--- config.mk ---
export PLATFORM = sky130hd
export DESIGN_NAME = tdm_demux4
export DESIGN_NICKNAME = d
export VERILOG_FILES = /design/src/rtl/tdm_demux4_pkg.sv /design/src/rtl/tdm_demux4_demux4.sv /design/src/rtl/tdm_demux4.sv
export SDC_FILE = /design/constraint.sdc
export NUM_CORES = 1
export LEC_CHECK = 0
export ABC_AREA = 1
export BUFFER_PORTS_ARGS = -buffer_cell sky130_fd_sc_hd__buf_2
export CORE_AREA = 2 2 76 78
export CTS_CLUSTER_DIAMETER = 100
export CTS_CLUSTER_SIZE = 14
export DETAILED_ROUTE_END_ITERATION = 16
export DIE_AREA = 0 0 78 80
export HOLD_SLACK_MARGIN = 0.05
export PLACE_DENSITY = 0.86
export REMOVE_ABC_BUFFERS = 1
export SYNTH_ARGS = -nofsm -noshare
export SYNTH_HDL_FRONTEND = slang
export SYNTH_SLANG_ARGS = --single-unit
--- constraint.sdc ---
create_clock -name clk -period 1.95 [get_ports clk]
set_input_delay 0.0975 -clock clk [delete_from_list [all_inputs] [get_ports clk]]
set_output_delay 0.0975 -clock clk [all_outputs]
set_load 0.02 [all_outputs]
--- src/rtl/tdm_demux4_pkg.sv ---
// Shared encodings for the 4-lane TDM receiver: lane indices and the frame FSM states.
package tdm_demux4_pkg;

  typedef enum logic {
    IDLE    = 1'b0,
    COLLECT = 1'b1
  } state_t;

  localparam logic [1:0] LANE_A = 2'b00;
  localparam logic [1:0] LANE_B = 2'b01;
  localparam logic [1:0] LANE_C = 2'b10;
  localparam logic [1:0] LANE_D = 2'b11;

endpackage

--- src/rtl/tdm_demux4_demux4.sv ---
// 1-to-4 decoder: steers a single write strobe onto the output selected by control.
import tdm_demux4_pkg::*;

module demux4 (
  output logic       out0,
  output logic       out1,
  output logic       out2,
  output logic       out3,
  input  logic       in,
  input  logic [1:0] control
);

  always_comb begin
    out0 = 1'b0;
    out1 = 1'b0;
    out2 = 1'b0;
    out3 = 1'b0;
    case (control)
      LANE_A:  out0 = in;
      LANE_B:  out1 = in;
      LANE_C:  out2 = in;
      LANE_D:  out3 = in;
      default: out0 = 1'b0;
    endcase
  end

endmodule

--- src/rtl/tdm_demux4.sv ---
// Receive end of a 4-lane round-robin link: stages lanes 0..2, publishes the full
// frame on the lane-3 beat, and flags frames cut short by an early start-of-frame.
import tdm_demux4_pkg::*;

module tdm_demux4 #(
  parameter int WIDTH = 8
) (
  input  logic             clk,
  input  logic             reset,
  input  logic             in_valid,
  input  logic             in_sof,
  input  logic [WIDTH-1:0] in_data,
  output logic [WIDTH-1:0] out_A,
  output logic [WIDTH-1:0] out_B,
  output logic [WIDTH-1:0] out_C,
  output logic [WIDTH-1:0] out_D,
  output logic             out_valid,
  output logic [1:0]       lane,
  output logic             err
);

  state_t           r_state;
  logic [1:0]       r_lane;
  logic [WIDTH-1:0] r_s0, r_s1, r_s2;
  logic [WIDTH-1:0] r_outA, r_outB, r_outC, r_outD;
  logic             r_valid, r_err;

  state_t     w_stateNext;
  logic [1:0] w_laneNext;
  logic       w_loadS0, w_wr, w_abort;
  logic       w_en0, w_en1, w_en2, w_complete;

  // Next-state and beat classification; only qualified beats ever move the FSM.
  always_comb begin
    w_stateNext = r_state;
    w_laneNext  = r_lane;
    w_loadS0    = 1'b0;
    w_wr        = 1'b0;
    w_abort     = 1'b0;
    if (in_valid) begin
      case (r_state)
        IDLE: begin
          if (in_sof) begin
            w_loadS0    = 1'b1;
            w_laneNext  = LANE_B;
            w_stateNext = COLLECT;
          end
        end
        COLLECT: begin
          if (in_sof) begin
            w_loadS0   = 1'b1;
            w_abort    = 1'b1;
            w_laneNext = LANE_B;
          end else begin
            w_wr = 1'b1;
            if (r_lane == LANE_D) begin
              w_laneNext  = LANE_A;
              w_stateNext = IDLE;
            end else begin
              w_laneNext = r_lane + 2'd1;
            end
          end
        end
        default: w_stateNext = IDLE;
      endcase
    end
  end

  // Lane 3 strobe doubles as the frame-completion event.
  demux4 u_demux4 (
    .out0    (w_en0),
    .out1    (w_en1),
    .out2    (w_en2),
    .out3    (w_complete),
    .in      (w_wr),
    .control (r_lane)
  );

  always_ff @(posedge clk) begin
    if (reset) begin
      r_state <= IDLE;
      r_lane  <= LANE_A;
      r_s0    <= '0;
      r_s1    <= '0;
      r_s2    <= '0;
      r_outA  <= '0;
      r_outB  <= '0;
      r_outC  <= '0;
      r_outD  <= '0;
      r_valid <= 1'b0;
      r_err   <= 1'b0;
    end else begin
      r_state <= w_stateNext;
      r_lane  <= w_laneNext;
      r_s0    <= (w_loadS0 | w_en0) ? in_data : r_s0;
      r_s1    <= w_en1 ? in_data : r_s1;
      r_s2    <= w_en2 ? in_data : r_s2;
      r_outA  <= w_complete ? r_s0    : r_outA;
      r_outB  <= w_complete ? r_s1    : r_outB;
      r_outC  <= w_complete ? r_s2    : r_outC;
      r_outD  <= w_complete ? in_data : r_outD;
      r_valid <= w_complete;
      r_err   <= w_abort;
    end
  end

  assign out_A     = r_outA;
  assign out_B     = r_outB;
  assign out_C     = r_outC;
  assign out_D     = r_outD;
  assign out_valid = r_valid;
  assign err       = r_err;
  assign lane      = r_lane;

endmodule

==> metrics.csv, run 1 <==
stage;metric;value;unit
clock_network;clkLatencyLatePin;350;ps
pwr;max-vdd-ir-drop;0.000449;V
synthesis;synth-seq-cells;61;
final_layout;syn_to_final_growth;18.6;%
critical_path;r2r_slack;300;ps
route;ant_nets;0;
pwr;fin_total_pwr;2.39;mW
critical_path;cp_top_family;simple AND/OR/NAND/NOR gates;
route;vias;2658;
route;finalWirelength;6.06;mm
synthesis;synth_compound_area_share;1.76;%
critical_path;cp_max_fo;9;
clock_network;cts_resized;0;
clock_network;cts_tree;yes;
clock_network;clk_path_buf_depth;2;
global_route;grt_pass1_wl;10.2;mm
route;drt-initial-drc-count;224;
floorplanning;die_y;80;µm
timing;setup_ws;295;ps
timing;worst_slew_pin_slew;624;ps
clock_network;clockRootBuffer;clkbuf_8;
floorplanning;die_w;78;µm
timing;period_share;84.9;%
route;drc;0;
place;place_congestion;0.834;
route;drt_pre_antenna_iters;4;
floorplanning;core;5410;µm²
synthesis;ys_warn_count;0;
pwr;pwr_density_cell;710;nW/µm²
critical_path;path_buf_inv;2;
timing;rsz0062_at_grt;false;
place;dpl-instance-area;3120;µm²
final_layout;drive_gt1_share;14.0;%
clock_network;clkTransAtPathRegs;70;ps
place;portBuffers;47;
floorplanning;rows;27;
global_route;grt-ovfl-total;0;
final_layout;regArea;1220;µm²
hold_path;min_path_type;in2reg;
critical_path;critPathCaptureType;flop;
timing;whs;109;ps
synthesis;netlist_instances;450;
timing;setup_viol;0;
clock_network;htree_levels;3;
floorplanning;dieArea;6240;µm²
final_layout;n_antenna_cell;0;
floorplanning;ioPinCount;48;
critical_path;crit_slowest_cell;ha_1;
synthesis;synthMuxAreaShare;0;%
outcome;outcome;completed;
final_layout;fin_nets;519;
timing;hold_viol_final;0;
global_route;grt_max_degree;36;
place;pre_cts_ws;360;ps
final_layout;fillCellCount;513;
global_route;grt.total_usage;21.1;%
synthesis;ys_types;15;
timing;fmaxAchievable;604;MHz
critical_path;cp_common_cell;inv_1;
synthesis;synth-simple-area-share;34.0;%
critical_path;path_class;reg2reg;
synthesis;synth_seq_area_share;43.0;%
final_layout;multi_input_area;1070;µm²
route;wl_per_cell;10.5;µm
run;drv_cap;0;
critical_path;crit_chain;inv_1 -> ha_1 -> nand4_1 -> nand2_1 -> inv_1 -> nor2_1;
final_layout;fin_area;3370;µm²
place;dp_hpwl;4.05;mm
floorplanning;initial_core_util;52.5;%
critical_path;critPathLaunchType;flop;
timing;slew_headroom;58.3;%
route;viasPerCell;4.58;
critical_path;required;2230;ps
timing;slew_violations;0;
synthesis;postSynthAreaPerCell;6.31;µm²
critical_path;slowest_delay;390;ps
timing;min_period;1650;ps
clock_network;cts_inserted_buffers;9;
clock_network;clock-sinks;61;
synthesis;synthXorXnorAreaFrac;0;%
global_route;antenna_found_initial;0;
critical_path;arrival;1940;ps
pwr;leakagePower;1.80;nW
synthesis;synthAdderAreaFrac;1.76;%
timing;finalClockSkew;8.91;ps
synthesis;synth_top_family_by_area;simple AND/OR/NAND/NOR gates;
synthesis;syn-cell-area;2840;µm²
global_route;grt_pass1_vias;2328;
## kinds of logic (layout without fill, tap and decap cells)
| kind of cell | after synthesis | after routing |
|---|---|---|
| compound gates | 10 | 10 |
| fa+ha+maj | 4 | 4 |
| buf+inv | 140 | 198 |
| flops | 61 | 61 |
| simple gates | 235 | 235 |
## what timing repair did
| action | in CTS | in global routing |
|---|---|---|
| endpoints found under the hold margin | 13 | 0 |
| buffers inserted | 0 | 0 |
| hold buffers | 9 | 0 |
| endpoints found under the setup margin | 0 | 0 |
## per-stage QoR
stage	std cells	utilization (%)	TNS, ps
2_1_floorplan	427	-	-18380
3_3_place_gp	555	57.7	0
3_5_place_dp	555	57.7	0
4_1_cts	580	62.3	0
5_1_grt	580	62.3	0
6_report	580	62.3	0
## synth_stat cells
cell type,n,area (µm²)
inv_1,117,439
nand2_1,111,417
dfxtp_1,61,1220
nor2_1,61,229
nand3_1,58,290
buf_2,13,65.1
a21oi_1,10,50.1
buf_1,5,18.8
ha_1,4,50.1
clkbuf_1,3,11.3
nand4_1,3,18.8
buf_4,1,7.51
buf_6,1,11.3
nor2_2,1,6.26
nor3_1,1,5.00
## tightest hold or removal path: cells and delay by family
kind,cells,cell delay (ps)
buffers and inverters,2,220
and+or+nand+nor,1,80
## worst paths after layout
kind              startpoint        to  depth (start not counted)
setup / recovery     lane[0]   r_s2[5]                          6
hold / removal        in_sof       err                          3
setup reg to reg     lane[0]   r_s2[5]                          6
hold reg to reg     out_B[6]  out_B[6]                          4
## report_power, final
group          leakage [nW]  switching (mW)  total (mW)  internal [mW]
Combinational          1.23           0.113       0.179         0.0666
Clock                0.0829           0.485       0.936          0.452
Sequential            0.494         0.00904        1.27           1.27
Total                  1.80           0.606        2.39           1.78
## cells in the final DEF (no fill, tap or decap), drive strengths merged
cell | Yosys | final
clkinv | 0 | 4
nor2 | 62 | 62
clkbuf | 3 | 11
buf | 20 | 56
dlygate4sd3 | 0 | 9
clkinvlp | 0 | 1
nand4 | 3 | 3
inv | 117 | 117
nand2 | 111 | 111
nor3 | 1 | 1
nand3 | 58 | 58
a21oi | 10 | 10
ha | 4 | 4
dfxtp | 61 | 61
## state kept, by name, summed over array words and instances (netlist names)
register   count
err            1
lane           2
out_A          8
out_B          8
out_C          8
out_D          8
out_valid      1
r_s0           8
r_s1           8
r_s2           8
r_state        1
## routing by layer
layer,GRT usage [%],share of wire (%)
met1,25.1,43
met3,5.32,6.8
met2,34.3,47
met4,12.5,2.8
met5,0,0
## final cells by class
class | instances | share of cell area, %
Sequential cell | 61 | 36.3
Tap cell | 72 | 2.67
Inverter | 117 | 13.0
Clock inverter | 5 | 0.817
Multi-Input combinational cell | 249 | 31.6
Timing Repair Buffer | 65 | 11.7
Clock buffer | 11 | 3.90
(Power assumes the default switching activity.)
==> run 2: changes to the inputs <==
--- a/config.mk
+++ b/config.mk
@@ -7,13 +7,13 @@
 export LEC_CHECK = 0
 export ABC_AREA = 1
 export BUFFER_PORTS_ARGS = -buffer_cell sky130_fd_sc_hd__buf_2
-export CORE_AREA = 2 2 76 78
+export CORE_AREA = 2 2 79 81
 export CTS_CLUSTER_DIAMETER = 100
 export CTS_CLUSTER_SIZE = 14
 export DETAILED_ROUTE_END_ITERATION = 16
-export DIE_AREA = 0 0 78 80
+export DIE_AREA = 0 0 81 83
 export HOLD_SLACK_MARGIN = 0.05
-export PLACE_DENSITY = 0.86
+export PLACE_DENSITY = 0.84
 export REMOVE_ABC_BUFFERS = 1
 export SYNTH_ARGS = -nofsm -noshare
 export SYNTH_HDL_FRONTEND = slang
==> constraint.sdc (replaced) <==
create_clock -name clk -period 1.33 [get_ports clk]
set_input_delay 0.0665 -clock clk [delete_from_list [all_inputs] [get_ports clk]]
set_output_delay 0.0665 -clock clk [all_outputs]
set_load 0.02 [all_outputs]
==> metrics.csv, run 2 (synthesized netlist as in run 1, its figures left out) <==
stage;metric;value;unit;change
final_layout;mostFrequentLayoutCells;inv_1, nand2_1, nor2_1;;
global_route;grt.total_usage;19.4;%;-1.6 points
timing;hold_viol_final;0;;unchanged
pwr;leakagePower;1.87;nW;+4.0%
route;wl_per_cell;11.3;µm;+8.3%
pwr;power_frac_clock;39.1;%;about the same
critical_path;slowest_delay;340;ps;-50 ps
timing;worst_slew_pin_slew;590;ps;-34.2 ps
run;drv_cap;0;;unchanged
route;ant_nets;0;;unchanged
place;pre_cts_ws;13.4;ps;-346 ps
pwr;intPower;2.68;mW;+50%
global_route;grt_pass1_vias;2327;;-0.043%
global_route;grt_pass1_wl;10.2;mm;+0.28%
timing;setup_viol;0;;unchanged
route;drt-initial-drc-count;239;;+6.7%
clock_network;htree_levels;3;;unchanged
timing;period_share;94.1;%;+9.3 points
floorplanning;dieArea;6720;µm²;+7.7%
route;finalWirelength;6.66;mm;+9.8%
critical_path;required;1580;ps;-650 ps
clock_network;clockRootBuffer;clkbuf_8;;
critical_path;critPathLaunchType;flop;;
critical_path;crit_chain;nand2_1 -> nor2_4 -> clkbuf_16 -> nand3_1 -> nand2_1 -> nor2_1;;
critical_path;path_buf_inv;1;;-1
pwr;power_frac_comb;8.1;%;+0.6 points
pwr;p_seq_share;52.8;%;-0.5 points
critical_path;critPathCaptureType;flop;;
clock_network;cts_tree;yes;;
place;portBuffers;47;;unchanged
timing;slew_headroom;60.6;%;+2.3 points
timing;setup_ws;78.1;ps;-217 ps
clock_network;clkLatencyLatePin;350;ps;about the same
global_route;grt.met3_usage;6.52;%;+1.2 points
route;drc;0;;unchanged
global_route;met2_usage;30.6;%;-3.7 points
final_layout;fillCellCount;560;;+9.2%
floorplanning;die_y;83;µm;+3.8%
route;viasPerCell;4.57;;-0.21%
pwr;sw_frac_of_total;24.4;%;-1.0 points
clock_network;clock-sinks;61;;unchanged
global_route;grt.busiest_layer;met2;;
timing;fmaxAchievable;799;MHz;+32%
clock_network;clk_path_buf_depth;2;;unchanged
final_layout;n_antenna_cell;0;;unchanged
outcome;outcome;completed;;
floorplanning;die_w;81;µm;+3.8%
critical_path;arrival;1500;ps;-440 ps
pwr;max-vdd-ir-drop;0.000610;V;+36%
global_route;grt-ovfl-total;0;;unchanged
critical_path;crit_slowest_cell;dfxtp_1;;
route;drt_pre_antenna_iters;4;;unchanged
global_route;grt_max_degree;57;;+58%
final_layout;syn_to_final_growth;24.7;%;
critical_path;cp_top_family;simple AND/OR/NAND/NOR gates;;
timing;slew_violations;0;;unchanged
critical_path;path_class;reg2reg;;
place;dp_hpwl;3.77;mm;-6.7%
pwr;pwr_density_cell;1000;nW/µm²;+41%
floorplanning;rows;28;;+3.7%
global_route;use_met1;24.0;%;-1.1 points
timing;finalClockSkew;8.12;ps;-0.797 ps
timing;min_period;1250;ps;-403 ps
clock_network;clkTransAtPathRegs;70;ps;about the same
final_layout;finish.utilization;60.9;%;-1.4 points
place;place_congestion;0.949;;+14%
floorplanning;initial_core_util;48.8;%;-3.7 points
critical_path;cp_common_cell;nand2_1;;
hold_path;min_path_type;in2reg;;
final_layout;fin_nets;525;;+1.2%
floorplanning;core;5820;µm²;+7.6%
global_route;antenna_found_initial;0;;unchanged
final_layout;final_common_cell;inv_1;;
route;vias;2689;;+1.2%
clock_network;cts_inserted_buffers;9;;unchanged
final_layout;drive_gt1_share;15.2;%;+1.2 points
critical_path;cp_max_fo;24;;+15
floorplanning;ioPinCount;48;;unchanged
pwr;p_sw;863;µW;+42%
## run 2: changes by cell type in the layout (fill, tap and decap cells not counted), moves of 2 or more
cell and delta:
clkbuf_16 +3, clkinv_2 -2, buf_12 +4, dfxtp_1 -2
## run 2: area by class of cell
| class | instances | area (µm²) | area share, % |
|---|---|---|---|
| Inverter | 117 | 439 | 12.4 |
| Tap cell | 75 | 93.8 | 2.65 |
| Clock buffer | 13 | 149 | 4.20 |
| Timing Repair Buffer | 71 | 541 | 15.3 |
| Clock inverter | 2 | 10.0 | 0.283 |
| Multi-Input combinational cell | 249 | 1080 | 30.6 |
| Sequential cell | 61 | 1230 | 34.6 |
## run 2: metal layers
layer | wire, µm | part of all wire, % | up-vias
li1 | - | - | 1411
met1 | 2780 | 42 | 1179
met2 | 3260 | 49 | 77
met3 | 415 | 6.2 | 22
met4 | 195 | 2.9 | 0
met5 | 0 | 0 | -
## run 2: power groups by stage
| stage | Clock [mW] | Sequential (mW) | Combinational (mW) |
|---|---|---|---|
| floorplan | 0 | 1.91 | 0.157 |
| global placement | 0 | 1.91 | 0.247 |
| detailed placement | 0 | 1.91 | 0.256 |
| CTS | 1.42 | 1.87 | 0.277 |
| global route | 1.51 | 1.87 | 0.322 |
| finish | 1.39 | 1.87 | 0.289 |
## run 2: worst reg2reg max path, delay by kind of cell, from the launching register on
family / cells / cell delay, ps
buffers and inverters: 1 / 230
AND/OR/NAND/NOR: 5 / 580
flip-flops: 1 / 340
## run 2: final timing paths
path         cells past startpoint  slack [ps]  endpoint     start
min                              4         100   r_state  in_valid
max reg2reg                      6          80   r_s2[4]   r_state
min reg2reg                      4         510  out_B[4]  out_B[4]
max                              6          80   r_s2[4]   r_state
## run 2: repair_timing
item / CTS / global route
cloned: 0 / 3
endpoints found under the hold margin: 13 / 0
gates resized for setup: 0 / 6
pin swaps: 1 / 2
endpoints found under the setup margin: 3 / 50
buffers inserted: 0 / 2
hold buffers: 9 / 0
## run 2: per-stage QoR
step                      cell area, µm²  power (mW)  setup TNS (ps)  cells  hold WS [ps]
final                               3540        3.54               0    588          95.2
after global routing                3540        3.71            -487    588          99.8
after CTS                           3430        3.57               0    583          69.4
after detailed placement            3180        2.16               0    559           311
after global placement              3180        2.15               0    559           307
after floorplan                     2730        2.07          -48160    427           136
==> run 3: changes to the inputs <==
--- a/config.mk
+++ b/config.mk
@@ -12,6 +12,7 @@
 export CTS_CLUSTER_SIZE = 14
 export DETAILED_ROUTE_END_ITERATION = 16
 export DIE_AREA = 0 0 81 83
+export GPL_TIMING_DRIVEN = 0
 export HOLD_SLACK_MARGIN = 0.05
 export PLACE_DENSITY = 0.84
 export REMOVE_ABC_BUFFERS = 1
==> metrics.csv, run 3 (synthesized netlist as in run 1, its figures left out) <==
stage;metric;value;unit;change
final_layout;syn_to_final_growth;30.7;%;
timing;finalClockSkew;6.62;ps;-1.50 ps
route;drt-initial-drc-count;303;;+27%
place;dpl-instance-area;3080;µm²;-3.3%
final_layout;regArea;1230;µm²;+0.51%
pwr;max-vdd-ir-drop;0.000648;V;+6.2%
timing;period_share;96.7;%;+2.6 points
final_layout;fin_area;3710;µm²;+4.8%
place;dpl.cell_count;550;;-1.6%
final_layout;multi_input_area;1190;µm²;+10%
floorplanning;die_w;81;µm;unchanged
global_route;grt_pass1_vias;2694;;+16%
hold_path;min_path_type;in2reg;;
global_route;grt.total_usage;23.0;%;+3.6 points
final_layout;drive_gt1_share;19.1;%;+3.9 points
timing;setup_ws;44.0;ps;-34.0 ps
critical_path;critPathLaunchType;flop;;
place;dp_hpwl;3.69;mm;-2.2%
floorplanning;rows;28;;unchanged
run;drv_cap;0;;unchanged
final_layout;fillCellCount;512;;-8.6%
outcome;outcome;completed;;
route;viasPerCell;4.68;;+2.3%
global_route;grt_pass1_wl;12.0;mm;+18%
floorplanning;ioPinCount;48;;unchanged
critical_path;cp_max_fo;17;;-29%
place;portBuffers;47;;unchanged
place;place_congestion;0.879;;-7.4%
route;drc;0;;unchanged
timing;fmaxAchievable;778;MHz;-2.6%
critical_path;r2r_slack;40;ps;-30 ps
clock_network;clock-sinks;61;;unchanged
clock_network;clockRootBuffer;clkbuf_8;;
final_layout;final_common_cell;inv_1;;
floorplanning;dieArea;6720;µm²;unchanged
timing;slew_violations;0;;unchanged
clock_network;cts_inserted_buffers;9;;unchanged
critical_path;required;1570;ps;about the same
route;drt_pre_antenna_iters;5;;+1
place;pre_cts_ws;-1640;ps;-1660 ps
timing;worst_slew_pin_slew;901;ps;+311 ps
route;wl_per_cell;12.4;µm;+9.9%
clock_network;clk_path_buf_depth;2;;unchanged
timing;slew_headroom;39.9;%;-21 points
clock_network;clkTransAtPathRegs;70;ps;about the same
final_layout;mostFrequentLayoutCells;inv_1, nand2_1, nor2_1;;
final_layout;fin_nets;535;;+1.9%
timing;setup_viol;0;;unchanged
route;vias;2803;;+4.2%
floorplanning;initial_core_util;48.8;%;unchanged
clock_network;htree_levels;3;;unchanged
final_layout;finalNonFillerCells;599;;+1.9%
pwr;leakagePower;1.93;nW;+3.2%
global_route;antenna_found_initial;0;;unchanged
clock_network;cts_tree;yes;;
timing;hold_viol_final;0;;unchanged
route;finalWirelength;7.45;mm;+12%
clock_network;clkLatencyLatePin;340;ps;about the same
global_route;grt_max_degree;57;;unchanged
critical_path;critPathCaptureType;flop;;
global_route;grt-ovfl-total;0;;unchanged
final_layout;n_antenna_cell;0;;unchanged
floorplanning;die_y;83;µm;unchanged
critical_path;arrival;1520;ps;+20 ps
route;ant_nets;0;;unchanged
timing;min_period;1290;ps;+34.0 ps
floorplanning;core;5820;µm²;unchanged
pwr;pwr_density_cell;1090;nW/µm²;+9.3%
timing;tns;0;ps;unchanged
critical_path;path_class;reg2reg;;
[run 3: cell types whose count changed in the layout (fill, tap and decap cells not counted), sizes merged]
cell    previous run  this run
nor2              62        65
clkbuf            16        13
buf               59        67
nand3             58        59
bufinv             0         2
[run 3: path summary, 6_finish.rpt]
check,startpoint,to,cells after the start
max,lane[1],out_C[1],6
min,in_sof,err,3
max reg2reg,lane[1],out_C[1],6
min reg2reg,out_C[5],out_C[5],4
[run 3: what timing repair did]
item / 4_1_cts / 5_1_grt
setup endpoints to repair: 60 / 58
hold buffers: 8 / 1
pin swaps: 8 / 0
cloned: 3 / 2
buffers inserted: 16 / 3
endpoints found under the hold margin: 13 / 5
gates resized for setup: 10 / 15
[run 3: worst max-delay path, stage by stage (launching register included)]
cell and delay [ps]:
dfxtp_4 400, ha_4 160, buf_4 120, buf_6 180
nand3_1 150, nand2_1 100, nor2_1 60
[run 3: per-stage QoR]
stage	power [mW]	utilization, %	hold slack, ps
after floorplan	2.07	-	136
after CTS	4.08	61.6	-53.4
final	4.06	63.8	193
after detailed placement	2.14	52.9	313
after global placement	2.13	52.5	304
after global routing	4.21	63.8	186
[run 3: cell type report]
cell class	instances	share of cell area (%)
tap	75	2.53
clock buffer	12	4.18
inverter	117	11.8
sequential	61	33.2
clock inverter	4	1.89
timing repair buffer	77	14.2
multi-input combinational	253	32.1
[run 3: routing by layer]
| layer | up-vias | track usage [%] | wire length [µm] |
|---|---|---|---|
| met5 | - | 0 | 0 |
| met1 | 1216 | 27.7 | 2900 |
| met3 | 28 | 6.63 | 645 |
| li1 | 1440 | - | - |
| met2 | 119 | 37.4 | 3640 |
| met4 | 0 | 10.3 | 269 |
[run 3: where the power goes]
group	switching (mW)	internal [mW]
clock	0.719	1.15
sequential	0.0209	1.85
combinational	0.198	0.117
total	0.938	3.12
